File: config.mk
export PLATFORM = sky130hd
export DESIGN_NAME = ps2_keycode_rx
export DESIGN_NICKNAME = d
export VERILOG_FILES = /design/src/rtl/ps2_keycode_rx.sv
export SDC_FILE = /design/constraint.sdc
export NUM_CORES = 1
export LEC_CHECK = 0
export BUFFER_PORTS_ARGS = -buffer_cell sky130_fd_sc_hd__buf_2
export CAP_MARGIN = 20
export CORE_MARGIN = 1
export CORE_UTILIZATION = 60
export CTS_BUF_LIST = sky130_fd_sc_hd__clkbuf_8
export CTS_CLUSTER_SIZE = 25
export DETAILED_ROUTE_END_ITERATION = 10
export HOLD_SLACK_MARGIN = 0.02
export PLACE_DENSITY_LB_ADDON = 0.08
export SKIP_LAST_GASP = 1
export SYNTH_ARGS = -nofsm -noshare
export SYNTH_HDL_FRONTEND = slang
export SYNTH_SLANG_ARGS = --single-unit
File: constraint.sdc
create_clock -name clk -period 2.4 [get_ports clk]
set_input_delay 0.36 -clock clk [delete_from_list [all_inputs] [get_ports clk]]
set_output_delay 0.36 -clock clk [all_outputs]
set_load 0.005 [all_outputs]
File: src/rtl/ps2_keycode_rx.sv
// PS/2 keyboard receiver: synchronises and deglitches ps2c, deframes 11-bit frames and
// reports make codes (E0 prefixes dropped, F0 break sequences suppressed).
// Optional parity checking is enabled by defining PS2_PARITY_CHECK_EN.
module ps2_keycode_rx #(
  parameter int unsigned FILTER_LEN     = 8,
  parameter int unsigned TIMEOUT_CYCLES = 100000
) (
  input  logic       clk,
  input  logic       reset_n,
  input  logic       ps2c,
  input  logic       ps2d,
  input  logic       rx_en,
  output logic [7:0] key_code,
  output logic       code_valid,
  output logic       parity_err
);

  typedef enum logic [1:0] {StIdle, StShift, StLoad} state_e;

  localparam logic [16:0] TmoLimit = 17'(TIMEOUT_CYCLES);
  localparam logic [7:0]  CodeExt  = 8'hE0;
  localparam logic [7:0]  CodeBrk  = 8'hF0;

  // Input synchronisers
  logic [1:0] ps2c_sync_q;
  logic [1:0] ps2d_sync_q;
  logic       ps2c_s;
  logic       ps2d_s;

  always_ff @(posedge clk or negedge reset_n) begin
    if (!reset_n) begin
      ps2c_sync_q <= 2'b11;
      ps2d_sync_q <= 2'b11;
    end else begin
      ps2c_sync_q <= {ps2c_sync_q[0], ps2c};
      ps2d_sync_q <= {ps2d_sync_q[0], ps2d};
    end
  end

  assign ps2c_s = ps2c_sync_q[1];
  assign ps2d_s = ps2d_sync_q[1];

  // Clock deglitch filter: level only moves once the whole window agrees
  logic [FILTER_LEN-1:0] filt_q;
  logic                  level_q;
  logic                  level_d;
  logic                  level_prev_q;
  logic                  fall;

  always_comb begin
    level_d = level_q;
    if (&filt_q) begin
      level_d = 1'b1;
    end else if (~|filt_q) begin
      level_d = 1'b0;
    end
  end

  always_ff @(posedge clk or negedge reset_n) begin
    if (!reset_n) begin
      filt_q       <= '1;
      level_q      <= 1'b1;
      level_prev_q <= 1'b1;
    end else begin
      filt_q       <= {filt_q[FILTER_LEN-2:0], ps2c_s};
      level_q      <= level_d;
      level_prev_q <= level_q;
    end
  end

  assign fall = level_prev_q & ~level_q;

  // Frame receiver
  state_e      state_q, state_d;
  logic [3:0]  bit_cnt_q, bit_cnt_d;
  logic [9:0]  shift_q, shift_d;
  logic [16:0] tmo_q, tmo_d;
  logic [16:0] tmo_inc;
  logic        break_q, break_d;
  logic [7:0]  key_code_q, key_code_d;
  logic        code_valid_q, code_valid_d;
  logic        parity_err_q, parity_err_d;
  logic        parity_ok;

`ifdef PS2_PARITY_CHECK_EN
  assign parity_ok = ^shift_q[8:0];
`else
  assign parity_ok = 1'b1;
`endif

  assign tmo_inc = tmo_q + 17'd1;

  always_comb begin
    state_d      = state_q;
    bit_cnt_d    = bit_cnt_q;
    shift_d      = shift_q;
    tmo_d        = 17'd0;
    break_d      = break_q;
    key_code_d   = key_code_q;
    code_valid_d = 1'b0;
    parity_err_d = 1'b0;

    unique case (state_q)
      StIdle: begin
        if (fall && rx_en && !ps2d_s) begin
          bit_cnt_d = 4'd9;
          state_d   = StShift;
        end
      end

      StShift: begin
        if (fall) begin
          shift_d = {ps2d_s, shift_q[9:1]};
          if (bit_cnt_q == 4'd0) begin
            state_d = StLoad;
          end else begin
            bit_cnt_d = bit_cnt_q - 4'd1;
          end
        end else if (tmo_inc == TmoLimit) begin
          // Keyboard stalled mid-frame: resynchronise and forget any pending break
          state_d = StIdle;
          break_d = 1'b0;
        end else begin
          tmo_d = tmo_inc;
        end
      end

      StLoad: begin
        state_d = StIdle;
        // shift_q = {stop, parity, data[7:0]}
        if (shift_q[9]) begin
          if (!parity_ok) begin
            parity_err_d = 1'b1;
          end else if (shift_q[7:0] == CodeExt) begin
            break_d = break_q;
          end else if (shift_q[7:0] == CodeBrk) begin
            break_d = 1'b1;
          end else if (break_q) begin
            break_d = 1'b0;
          end else begin
            key_code_d   = shift_q[7:0];
            code_valid_d = 1'b1;
          end
        end
      end

      default: state_d = StIdle;
    endcase
  end

  always_ff @(posedge clk or negedge reset_n) begin
    if (!reset_n) begin
      state_q      <= StIdle;
      bit_cnt_q    <= 4'd0;
      shift_q      <= '1;
      tmo_q        <= 17'd0;
      break_q      <= 1'b0;
      key_code_q   <= 8'h00;
      code_valid_q <= 1'b0;
      parity_err_q <= 1'b0;
    end else begin
      state_q      <= state_d;
      bit_cnt_q    <= bit_cnt_d;
      shift_q      <= shift_d;
      tmo_q        <= tmo_d;
      break_q      <= break_d;
      key_code_q   <= key_code_d;
      code_valid_q <= code_valid_d;
      parity_err_q <= parity_err_d;
    end
  end

  assign key_code   = key_code_q;
  assign code_valid = code_valid_q;
  assign parity_err = parity_err_q;

endmodule

==> results.toml <==
[yosys]
yosysTopAreaCellShare_pct = 32.88
synthFlopType = "dfrtp_1"
synth-async-reset-ratio_pct = 100.0
yosys.area_share.simple_pct = 18.29
yosysWarnings = 0
syn_area_um2 = 2511
synth-xor-area-share_pct = 5.929
ys_seq_elements = 57
ys_top_cells_by_area = "dfrtp_1 33%, dfstp_2 25%, mux2_2 8.1%"
synth.distinct_cells = 50
synth_area_per_cell_um2 = 12.07
synth_top_family_by_area = "simple AND/OR/NAND/NOR gates"
synth_edf_count = 0
postSynthCellCount = 208
synth-adder-area-share_pct = 1.495
synth_fp_nets = 216
ys_seq_area_share_pct = 58.00
yosysTopAreaCell = "dfrtp_1"
muxShareOfSynthArea_pct = 8.470
synth-compound-area-share_pct = 5.431

[detailed_routing]
wl_per_cell_um = 16.48
vias_per_cell = 5.760
drt_iter0_drc = 62
wl_met1_mm = 2.051
ant_nets = 0
drc = 0
wl_met3_um = 132
routed.top_layer = "met4"
vias = 1659
route.met2.wl_mm = 2.514
wirelength_mm = 4.746
dr.pass1.iters = 4

[worst_hold_path]
hp-class = "in2reg"

[layout]
fin_nets = 241
postLayoutCoreUtil_pct = 71.44
syn_to_final_growth_pct = 13.80
fin_cells = 288
diodes = 0
layout_common_cells = "32 x dfrtp_1, 28 x nor2_1, 24 x dfstp_2, 18 x mux2_2"
final_common_cell = "dfrtp_1"
drive_above_1_share_pct = 36.13

[critical_path]
startpoint_type = "flip-flop"
crit_required_ns = 2.60
worstPathMaxFanout = 12
path_common_cell = "nand2_1"
cp_slowest_stage_delay_ns = 0.44
endpoint_kind = "flip-flop"
slowest_stage = "dfrtp_1"
path_cells = "ha_1 -> buf_4 -> nand2_1 -> a2111oi_0 -> o21ai_1 -> nor4b_2 -> a31o_2 -> buf_12 -> nand2_1"
arrival_ns = 2.60
cp_top_family = "compound AO/OA/AOI/OAI gates"
critPathKind = "reg2reg"
crit_buf_inv = 2

[place]
io_buffer_count = 13
routabilityCongestion = 0.8071
dp.cells = 271
hpwlAfterDp_mm = 3.231

[timing]
fin_crit_ns = 2.395
max_freq_mhz = 417.6
setup_viol = 0
post-route-period-util_pct = 99.77
finalMaxSlewViolations = 0
hold_viol = 0
fin_skew_ns = 0.005868
maxSlewHeadroom_pct = 49.14
tightest_slew_ns = 0.7600

[run]
drv_cap = 0

[die]
die-width_um = 66.70
die_area_um2 = 4448
start_util_pct = 62.78
rows = 23
io_pins = 15
fp.dieH_um = 66.70
core-area_um2 = 4000

[cts]
numCtsBuffers = 9
h-tree-depth = 3
clk_latency_ns = 0.32
cts_buffer_depth = 2
cts_tree = "done"
clock_sinks = 57
clockRootBuffer = "clkbuf_8"
cts.clk_slew.worst_paths_ns = 0.06

[global_routing]
antenna_found_initial = 0
track_usage_pct = 24.85
grt_first_pass_wirelength_mm = 7.714
gr-total-overflow = 0
grt_pass1_vias = 1585
grt_max_degree = 58

[pwr]
ir_worst_vdd_mv = 0.5665
power_density_nw_per_um2 = 758.7
power.leakage_uw = 0.001247

[outcome]
status = "completed"
-- state kept, by name (all words and copies together) (netlist names) --
signal        cells
break_q           1
level_prev_q      1
level_q           1
state_q           2
code_valid        1
key_code          8
bit_cnt_q         4
filt_q            8
ps2d_sync_q       2
tmo_q            17
ps2c_sync_q       2
shift_q          10
-- routing by layer --
metal  up-vias  global-route usage (%)
met5         -                       0
li1        787                       -
met4         0                   10.11
met1       838                   30.62
met2        30                   40.03
met3         4                   8.219
-- per-stage QoR --
stage / setup TNS, ns / setup slack [ns] / power (uW) / area [um2] / hold slack [ns]
6_report: 0 / 0.005450 / 2168 / 2858 / 0.1375
5_1_grt: -0.3248 / -0.03487 / 2290 / 2858 / 0.1150
4_1_cts: 0 / 0.08520 / 2199 / 2829 / 0.1159
3_5_place_dp: 0 / 0.09722 / 1450 / 2659 / 0.3469
3_3_place_gp: 0 / 0.2130 / 1424 / 2659 / 0.3462
2_1_floorplan: 0 / 0.2361 / 1335 / 2511 / 0.06441
-- final cells by class --
class	instances	area (um2)
Timing Repair Buffer	20	130.1
Sequential cell	57	1458
Clock buffer	11	151.4
Clock inverter	5	18.77
Tap cell	50	62.56
Fill cell	287	1142
Inverter	5	18.77
Multi-Input combinational cell	140	1018
-- final timing paths --
| path | start | to | slack, ns | cells past startpoint |
|---|---|---|---|---|
| hold reg to reg | ps2d_sync_q[0]$_DFF_PN1_ | ps2d_sync_q[1]$_DFF_PN1_ | 0.36 | 0 |
| max in group asynchronous | reset_n | tmo_q[0]$_DFF_PN0_ | 1.76 | 2 |
| min in group asynchronous | reset_n | tmo_q[7]$_DFF_PN0_ | 0.16 | 2 |
| setup reg to reg | tmo_q[1]$_DFF_PN0_ | state_q[0]$_DFFE_PN0P_ | 0.005 | 9 |
| setup / recovery | tmo_q[1]$_DFF_PN0_ | state_q[0]$_DFFE_PN0P_ | 0.005 | 9 |
| hold / removal | ps2d | ps2d_sync_q[0]$_DFF_PN1_ | 0.14 | 1 |
-- cell usage after synthesis, drive strengths merged, types with 2 or more instances --
library cell / number
o21ai: 3
xor2: 7
nand2b: 4
nand4b: 2
dfrtp: 33
or4: 3
nand4: 7
ha: 3
nor3: 3
a21oi: 2
nand3: 7
mux2: 18
dfstp: 24
xnor2: 10
inv: 5
nor4: 5
and3: 2
buf: 4
nand2: 13
nor2: 28
clkbuf: 2
-- cell families after synthesis --
group	Yosys count
AOI/OAI and AO/OA	17
muxes	19
and+or+nand+nor	83
other	1
adders and majority gates	3
DFF	57
buffers and inverters	11
xor gates and xnor gates	17
-- power breakdown --
part	switching (uW)	leakage, uW	total, uW	internal, uW
combinational	151	0.000447	278	127
clock	319	0.000106	731	412
sequential	86.6	0.000694	1160	1070
total	557	0.00125	2170	1610
-- what timing repair did --
action,4_1_cts,5_1_grt
setup buffers,0,1
endpoints found under the setup margin,0,14
endpoints found under the hold margin,0,0
resized for setup,0,4
hold buffers,0,0
Note: power is estimated with default switching activity, not from simulation.
